**config.mk**
```make
export PLATFORM = sky130hd
export DESIGN_NAME = clock_phase_sequencer_flat
export DESIGN_NICKNAME = d
export VERILOG_FILES = /design/src/rtl/clock_phase_sequencer_pkg.sv /design/src/rtl/clock_phase_sequencer_if.sv /design/src/rtl/clock_phase_sequencer_half_period_counter.sv /design/src/rtl/clock_phase_sequencer.sv /design/src/flat_wrapper.sv
export SDC_FILE = /design/constraint.sdc
export NUM_CORES = 1
export LEC_CHECK = 0
export ABC_AREA = 1
export BUFFER_PORTS_ARGS = -buffer_cell sky130_fd_sc_hd__buf_4
export CAP_MARGIN = 5
export CORE_MARGIN = 2
export CORE_UTILIZATION = 55
export DETAILED_ROUTE_END_ITERATION = 10
export PLACE_DENSITY = 0.86
export SYNTH_ARGS = -nofsm -noshare
export SYNTH_HDL_FRONTEND = slang
export SYNTH_SLANG_ARGS = --single-unit
```
**constraint.sdc**
```tcl
create_clock -name in_clk -period 2.2 [get_ports in_clk]
set_clock_uncertainty 0.1 [all_clocks]
set_input_delay 0.66 -clock in_clk [delete_from_list [all_inputs] [get_ports in_clk]]
set_output_delay 0.66 -clock in_clk [all_outputs]
set_load 0.01 [all_outputs]
```
**src/rtl/clock_phase_sequencer_pkg.sv**
```systemverilog
// Shared definitions for the clock phase sequencer: FSM state encoding and
// the width rule for the half-period counter.
package clock_phase_sequencer_pkg;

    typedef enum logic [1:0] {
        ST_IDLE = 2'd0,
        ST_RUN  = 2'd1,
        ST_STEP = 2'd2
    } seq_state_e;

    // clog2 of the half period, never narrower than one bit (HALF_PERIOD=1 still needs a register)
    function automatic int hp_count_width(input int half_period);
        int w;
        w = $clog2(half_period);
        return (w < 1) ? 1 : w;
    endfunction

endpackage

```
**src/rtl/clock_phase_sequencer_if.sv**
```systemverilog
// Control/status bundle of the clock phase sequencer: run/step requests in,
// slow clock, edge strobes, step acknowledge and cycle counter out.
interface clock_phase_sequencer_if #(
    parameter int CNT_W = 32
);
    logic             run;
    logic             step_req;
    logic             slow_clk;
    logic             rise_en;
    logic             fall_en;
    logic             step_ack;
    logic             running;
    logic [CNT_W-1:0] cycle_count;

    modport master (
        output run,
        output step_req,
        input  slow_clk,
        input  rise_en,
        input  fall_en,
        input  step_ack,
        input  running,
        input  cycle_count
    );

    modport slave (
        input  run,
        input  step_req,
        output slow_clk,
        output rise_en,
        output fall_en,
        output step_ack,
        output running,
        output cycle_count
    );
endinterface

```
**src/rtl/clock_phase_sequencer_half_period_counter.sv**
```systemverilog
// Counts in_clk edges within one slow_clk half-period; terminal marks the
// edge on which slow_clk is due to toggle.
module clock_phase_sequencer_half_period_counter
    import clock_phase_sequencer_pkg::*;
#(
    parameter int HALF_PERIOD = 4,
    parameter int COUNT_W     = hp_count_width(HALF_PERIOD)
) (
    input  logic               in_clk,
    input  logic               reset,
    input  logic               enable,
    input  logic               clear,
    output logic [COUNT_W-1:0] count,
    output logic               terminal
);
    localparam logic [COUNT_W-1:0] LAST = COUNT_W'(HALF_PERIOD - 1);

    logic [COUNT_W-1:0] count_r;

    // Edge counter: wraps to zero on the terminal edge, clear dominates enable
    always_ff @(posedge in_clk) begin
        if (reset) begin
            count_r <= {COUNT_W{1'b0}};
        end else if (clear) begin
            count_r <= {COUNT_W{1'b0}};
        end else if (enable) begin
            count_r <= terminal ? {COUNT_W{1'b0}} : count_r + COUNT_W'(1);
        end else begin
            count_r <= count_r;
        end
    end

    assign count    = count_r;
    assign terminal = (count_r == LAST);

endmodule

```
**src/rtl/clock_phase_sequencer.sv**
```systemverilog
// Slow stage-clock generator with run/halt and single-step control, plus
// fast-domain rise/fall strobes and a slow-cycle counter for debug.
module clock_phase_sequencer
    import clock_phase_sequencer_pkg::*;
#(
    parameter int HALF_PERIOD = 4,
    parameter int CNT_W       = 32
) (
    input  logic                    in_clk,
    input  logic                    reset,
    clock_phase_sequencer_if.slave  bus
);
    localparam int HP_W = hp_count_width(HALF_PERIOD);

    seq_state_e       state_r;
    seq_state_e       next_state_s;
    logic             slow_clk_r;
    logic             slow_next_s;
    logic             rise_en_r;
    logic             rise_s;
    logic             fall_en_r;
    logic             fall_s;
    logic             step_ack_r;
    logic             ack_s;
    logic             running_r;
    logic             stop_pend_r;
    logic             stop_next_s;
    logic [CNT_W-1:0] cycle_count_r;

    logic [HP_W-1:0]  hp_count_s;
    logic             terminal_s;
    logic             hp_enable_s;
    logic             hp_clear_s;

    assign hp_enable_s = (state_r != ST_IDLE);
    assign hp_clear_s  = (state_r == ST_IDLE) && (hp_count_s != {HP_W{1'b0}});

    clock_phase_sequencer_half_period_counter #(
        .HALF_PERIOD (HALF_PERIOD),
        .COUNT_W     (HP_W)
    ) u_hp_cnt (
        .in_clk   (in_clk),
        .reset    (reset),
        .enable   (hp_enable_s),
        .clear    (hp_clear_s),
        .count    (hp_count_s),
        .terminal (terminal_s)
    );

    // Next state, next slow_clk level and strobe decisions for this edge
    always_comb begin
        next_state_s = state_r;
        slow_next_s  = slow_clk_r;
        rise_s       = 1'b0;
        fall_s       = 1'b0;
        ack_s        = 1'b0;
        stop_next_s  = stop_pend_r;

        case (state_r)
            ST_IDLE: begin
                slow_next_s = 1'b0;
                stop_next_s = 1'b0;
                if (bus.run) begin
                    next_state_s = ST_RUN;
                end else if (bus.step_req) begin
                    next_state_s = ST_STEP;
                end else begin
                    next_state_s = ST_IDLE;
                end
            end
            ST_RUN: begin
                if (terminal_s && slow_clk_r) begin
                    slow_next_s  = 1'b0;
                    fall_s       = 1'b1;
                    stop_next_s  = 1'b0;
                    next_state_s = bus.run ? ST_RUN : ST_IDLE;
                end else if (terminal_s) begin
                    // A halt seen anywhere in the low half swallows the rise
                    if (!bus.run || stop_pend_r) begin
                        next_state_s = ST_IDLE;
                        stop_next_s  = 1'b0;
                    end else begin
                        slow_next_s = 1'b1;
                        rise_s      = 1'b1;
                    end
                end else if (!slow_clk_r && !bus.run) begin
                    stop_next_s = 1'b1;
                end else begin
                    stop_next_s = stop_pend_r;
                end
            end
            ST_STEP: begin
                if (terminal_s && slow_clk_r) begin
                    slow_next_s  = 1'b0;
                    fall_s       = 1'b1;
                    ack_s        = 1'b1;
                    next_state_s = ST_IDLE;
                end else if (terminal_s) begin
                    slow_next_s = 1'b1;
                    rise_s      = 1'b1;
                end else begin
                    slow_next_s = slow_clk_r;
                end
            end
            default: begin
                next_state_s = ST_IDLE;
                slow_next_s  = 1'b0;
                stop_next_s  = 1'b0;
            end
        endcase
    end

    // State and output registers
    always_ff @(posedge in_clk) begin
        if (reset) begin
            state_r       <= ST_IDLE;
            slow_clk_r    <= 1'b0;
            rise_en_r     <= 1'b0;
            fall_en_r     <= 1'b0;
            step_ack_r    <= 1'b0;
            running_r     <= 1'b0;
            stop_pend_r   <= 1'b0;
            cycle_count_r <= {CNT_W{1'b0}};
        end else begin
            state_r     <= next_state_s;
            slow_clk_r  <= slow_next_s;
            rise_en_r   <= rise_s;
            fall_en_r   <= fall_s;
            step_ack_r  <= ack_s;
            running_r   <= (next_state_s != ST_IDLE);
            stop_pend_r <= stop_next_s;
            if (rise_s) begin
                cycle_count_r <= cycle_count_r + CNT_W'(1);
            end else begin
                cycle_count_r <= cycle_count_r;
            end
        end
    end

    assign bus.slow_clk    = slow_clk_r;
    assign bus.rise_en     = rise_en_r;
    assign bus.fall_en     = fall_en_r;
    assign bus.step_ack    = step_ack_r;
    assign bus.running     = running_r;
    assign bus.cycle_count = cycle_count_r;

endmodule
```
**src/flat_wrapper.sv**
```systemverilog
// flat-port wrapper written by rule: the top's interface ports become plain ports
module clock_phase_sequencer_flat import clock_phase_sequencer_pkg::*;
#(
    parameter int HALF_PERIOD = 4,
    parameter int CNT_W       = 32
)
  (in_clk, reset, bus_run, bus_step_req, bus_slow_clk, bus_rise_en, bus_fall_en, bus_step_ack, bus_running, bus_cycle_count);
  clock_phase_sequencer_if #(.CNT_W(CNT_W)) bus_i ();
  input  logic in_clk;
  input  logic reset;
  input wire logic [$bits(bus_i.run)-1:0] bus_run;
  input wire logic [$bits(bus_i.step_req)-1:0] bus_step_req;
  output wire logic [$bits(bus_i.slow_clk)-1:0] bus_slow_clk;
  output wire logic [$bits(bus_i.rise_en)-1:0] bus_rise_en;
  output wire logic [$bits(bus_i.fall_en)-1:0] bus_fall_en;
  output wire logic [$bits(bus_i.step_ack)-1:0] bus_step_ack;
  output wire logic [$bits(bus_i.running)-1:0] bus_running;
  output wire logic [$bits(bus_i.cycle_count)-1:0] bus_cycle_count;
  assign bus_i.run = bus_run;
  assign bus_i.step_req = bus_step_req;
  assign bus_slow_clk = bus_i.slow_clk;
  assign bus_rise_en = bus_i.rise_en;
  assign bus_fall_en = bus_i.fall_en;
  assign bus_step_ack = bus_i.step_ack;
  assign bus_running = bus_i.running;
  assign bus_cycle_count = bus_i.cycle_count;
  clock_phase_sequencer #(.HALF_PERIOD(HALF_PERIOD), .CNT_W(CNT_W)) u_core (.in_clk(in_clk), .reset(reset), .bus(bus_i));
endmodule
```
Word level (Yosys, flattened, before mapping). Index checks and enable logic that the tools add are counted.

Bits in registers: 42. Logic and storage cells: 64.

Add/subtract/negate cells: 2. Eq/ne operators: 8. Mux-type cells: 27. Bitwise operators: 2. Reduce and logical (&&, ||, !) cells: 16.

Operator list (number): $add 32x1->32 const B (1); $mux 1 (16); $mux 2 (7); $reduce_or 2->1 (4); $ne 3x1->1 const B (2); $pmux 1 s2 (3); $pmux 2 s3 (1); $reduce_and 3->1 (2); $reduce_bool 2->1 (3); $eq 2x2->1 const B (2); $ne 4x1->1 const B (1); $ne 4x4->1 const B (1); $logic_and 1x1->1 (3); $ne 3x3->1 const B (1); $add 2x1->2 const B (1); $eq 2x1->1 const B (1); $logic_not 1->1 (2); $logic_not 2->1 (1); $not 1->1 (2); $logic_or 1x1->1 (1).

Longest topological paths before layout.
Word-level depth: 7. Mapped depth: 11. Mapped depth without buffers: 10.

Modules after synthesis. A second synthesis with hierarchy kept.

Cells, all modules: 365. Area, all modules: 2383.5 sq um.

By module, submodules not included: clock_phase_sequencer (instances 1, cells each 351, area an instance 2285.9 sq um, sequential area each 800.8 sq um); clock_phase_sequencer_half_period_counter (instances 1, cells each 14, area an instance 97.6 sq um, sequential area each 40.0 sq um).

Worst setup path before layout. No wires, ideal clock.

Path kind: flip-flop to flip-flop. Start: reg u_core.u_hp_cnt.count_r[0] (netlist: u_core.u_hp_cnt.count[0]). End: reg u_core.cycle_count_r[26] (netlist: u_core.bus.cycle_count[26]). Setup time: 128 ps. Data arrival time: 1453 ps. Slack: 519 ps. Stages on the path, launching flop included: 12. Period minus slack after synthesis: 1681 ps. Path through: dfxtp_1 -> ha_1 -> nand2_2 -> nand2_1 -> nor2_1 -> nor2_1 -> nor2_2 -> buf_6 -> buf_6 -> nand4_1 -> nand2_1 -> nor2_1.

Cells in the longest elaborated chain, start to end: 4. Elaborated cells between the ends (all ways): 7.

RTL lines: start: declaration (RTL line clock_phase_sequencer_half_period_counter.sv:18) `logic [COUNT_W-1:0] count_r;`; start signal: assignment (RTL line clock_phase_sequencer_half_period_counter.sv:23) `count_r <= {COUNT_W{1'b0}};`; start signal: assignment (RTL line clock_phase_sequencer_half_period_counter.sv:25) `count_r <= {COUNT_W{1'b0}};`; start signal: assignment (RTL line clock_phase_sequencer_half_period_counter.sv:27) `count_r <= terminal ? {COUNT_W{1'b0}} : count_r + COUNT_W'(1);`; $eq 2x2->1 (*) (RTL line clock_phase_sequencer_half_period_counter.sv:34) `assign terminal = (count_r == LAST);`; $mux 1 (tied with other cells) (RTL line clock_phase_sequencer.sv:98) `end else if (terminal_s) begin`; $mux 1, on equally long branches (RTL line clock_phase_sequencer.sv:93, clock_phase_sequencer.sv:72); $pmux 1 s2 (*) (RTL line clock_phase_sequencer.sv:59) `case (state_r)`; end signal: assignment (RTL line clock_phase_sequencer.sv:123) `cycle_count_r <= {CNT_W{1'b0}};`; end signal: assignment (RTL line clock_phase_sequencer.sv:133) `cycle_count_r <= cycle_count_r + CNT_W'(1);`; end signal: assignment (RTL line clock_phase_sequencer.sv:135) `cycle_count_r <= cycle_count_r;`; end: declaration (RTL line clock_phase_sequencer.sv:28) `logic [CNT_W-1:0] cycle_count_r;`.

Mark *: on every way between the ends. The rest lies on a longest branch, timed or not. A chain may end at the register's enable or synchronous reset.

Worst setup path in the final report.
Start: reg u_core.u_hp_cnt.count_r[1] (netlist: u_core.u_hp_cnt.count[1]). End: reg u_core.cycle_count_r[10] (netlist: u_core.bus.cycle_count[10]).

Same word-level chain as after synthesis.

==> qor.txt <==
Status - completed
NetSw - 0.3415 mW
Initial core utilization - 58.57%
CP required - 2.29 ns
H-tree Lvls - 2
RSZ-0062 raised after global routing - no
Crit-path cells - ha_1 > nand2_2 > nand2_1 > o21ai_0 > nand2_1 > buf_4 > buf_4 > nor2_1 > nand2_1 > nand2_1 > nor2_1
Slowest library cell on the worst path - dfxtp_1
Max Cap Viol - 0
Tcrit/Tclk final - 88.40%
Worst path most repeated cell - nand2_1
Finish-stage setup viols - 0
YS warnings - 0
Fin crit period - 1.945 ns
Cts bufs inserted - 5
Final Routed Wirelength - 5.529 mm
Die area - 4896 sq um
Cell variety after synth - 26
Root Driver - clkbuf_8
Critical Path Source Type - flop
Die Ht - 69.97 microns
Switching portion of total power - 22.85%
DR vias - 2448
Crit Path Class - flop to flop
Final max-slew violation count - 0
Worst vdd ir - 0.2976 mV
Global-route wire length before repair - 9.349 mm
IO buf count - 40
Leakage - 1.183 nW
Post-Syn Instances - 379
ANT nets after route - 0
Top-area cell type share of the netlist area - 35.13%
Remaining Overflow, GRT - 0
Pwr/cell area - 523.5 nW/um^2
Hold Path Class - flop to flop
Final core utilization - 69.87%
Final #Nets - 434
Yosys reg bits - 42
Initial antenna violation count - 0
WP data arrival - 2.03 ns
Top cells by area, synth - dfxtp_1 (35%), nand2_1 (15%), nor2_1 (11%), nand3_1 (8.6%), inv_1 (7.8%)
CTS tree - done
Syn_nets - 391
CTS clk-pin slew, worst paths - 0.08 ns
Top FF cell, synth - dfxtp_1
Top cell type by total area after synthesis - dfxtp_1
CTS resizes - 0
Detailed-route DRC error count - 0
Measured slew at the worst slew-check pin - 0.3070 ns
IO Pins - 41
CP max FO - 12
Fin. Hold Viols - 0
DP HPWL - 4.101 mm
FFs w/ async S/R, synth - 0%
CP max stage delay - 0.35 ns
Post-CTS Setup Bufs - 0
Syn Std Cell Area - 2394 sq um
Clk sink count - 42
Crit path max-delay family - simple AND/OR/NAND/NOR gates
DR WL/cell - 11.69 microns
Critical Path End Type - flop
Core ar. - 4086 sq um
1st-iter DRT viols - 211
Fmax - 514.2 MHz
Diode count - 0
Vias in the first global route - 2224
GRT Util Overall - 23.08%
# hold bufs at CTS - 0
DR vias/cell - 5.175
Clock network fraction of total power - 40.7%
Sequential share of power - 52.4%
Largest net degree at the start of global routing - 30
Die X - 69.97 microns
Worst-skew pair later-pin latency - 0.29 ns
Most frequent cells in the layout - nand2_1 (95), nor2_1 (69), inv_1 (50), buf_4 (44), dfxtp_1 (42)
Layout area overhead - 19.29%
Post-synthesis sequential area ratio - 35.13%
Max Root-Sink Buffers - 2
WP buf/inv - 2
Share of cells above drive strength 1 - 13.71%
Internal Power - 1.153 mW
Syn avg cell area - 6.315 sq um
TritonRoute pass-1 iters - 4
EDFF count, synth - 0
Cell Rows - 23
Placer Congestion - 0.9050
Logic pwr share - 6.9%
Commonest non-fill, non-tap cell in the layout - nand2_1
Relative slew slack - 79.45%
Total negative slack - 0 ns
## stage by stage
| stage | setup WS [ns] | power [mW] | std cells | hold slack, ns | cell area, sq um |
|---|---|---|---|---|---|
| floorplan | 0.5193 | 0.8730 | 379 | 0.3692 | 2394 |
| finish | 0.2551 | 1.495 | 473 | 0.4105 | 2855 |
| global placement | 0.2372 | 0.9001 | 465 | 0.3821 | 2749 |
| detailed placement | 0.2134 | 0.9045 | 465 | 0.3973 | 2749 |
| CTS | 0.2549 | 1.504 | 473 | 0.4104 | 2855 |
| global route | 0.03321 | 1.547 | 473 | 0.4323 | 2855 |
## routing by layer
| metal | up-vias | part of all wire (%) | track usage [%] |
|---|---|---|---|
| met5 | - | 0 | 0 |
| met4 | 0 | 1.4 | 7.906 |
| met3 | 9 | 5.8 | 5.195 |
| met2 | 69 | 47 | 39.47 |
| met1 | 1086 | 46 | 28.53 |
| li1 | 1284 | - | - |
## synth_stat cells, types with 4 or more instances
master and count:
a21oi_1 15, clkbuf_1 4, dfxtp_1 42, ha_1 8
inv_1 50, nand2_1 95, nand3_1 41, nand4_1 4
nor2_1 69, nor2_2 4, nor3_1 10, o21ai_0 12
o21bai_1 4
## state kept, by name, summed over array words and instances, names as in the netlist
name and count:
u_core.stop_pend_r 1, u_core.bus.step_ack 1, u_core.bus.rise_en 1, u_core.state_r 2, u_core.u_hp_cnt.count 2, u_core.bus.cycle_count 32, u_core.bus.slow_clk 1, u_core.bus.fall_en 1
u_core.bus.running 1
## worst min-delay path, cell delays in order, from the launching register on
cell,delay (ns)
dfxtp_1,0.36
inv_1,0.07
a21oi_1,0.05
## worst paths after layout
check	start	endpoint	slack, ns	cells past startpoint
setup / recovery	u_core.u_hp_cnt.count[1]	u_core.bus.cycle_count[10]	0.26	11
hold / removal	u_core.bus.cycle_count[8]	u_core.bus.cycle_count[8]	0.41	2
setup reg to reg	u_core.u_hp_cnt.count[1]	u_core.bus.cycle_count[10]	0.26	11
hold reg to reg	u_core.bus.cycle_count[8]	u_core.bus.cycle_count[8]	0.41	2
## power groups by stage
stage	Sequential, mW	Combinational (mW)	Clock, mW
after CTS	0.783	0.104	0.616
after detailed placement	0.801	0.103	0
after global placement	0.801	0.0991	0
final	0.784	0.103	0.608
after global routing	0.785	0.119	0.643
after floorplan	0.802	0.0710	0
## cell type report
class / count / area [sq um]
well taps: 50 / 62.56
clock inverters: 1 / 30.03
flip-flops and latches: 42 / 840.8
inverters: 50 / 187.7
repair buffers: 45 / 350.3
fillers: 367 / 1231
multi-input cells: 278 / 1308
clock buffers: 7 / 76.32
## kinds of logic after synthesis
family	count (synthesis)	synth area share [%]
buf+inv	59	10.25
simple gates	231	40.93
compound gates	35	8.050
flops	42	35.13
fa+ha+maj	8	4.182
xor+xnor	4	1.464
Note: power is estimated with default switching activity, not from simulation.
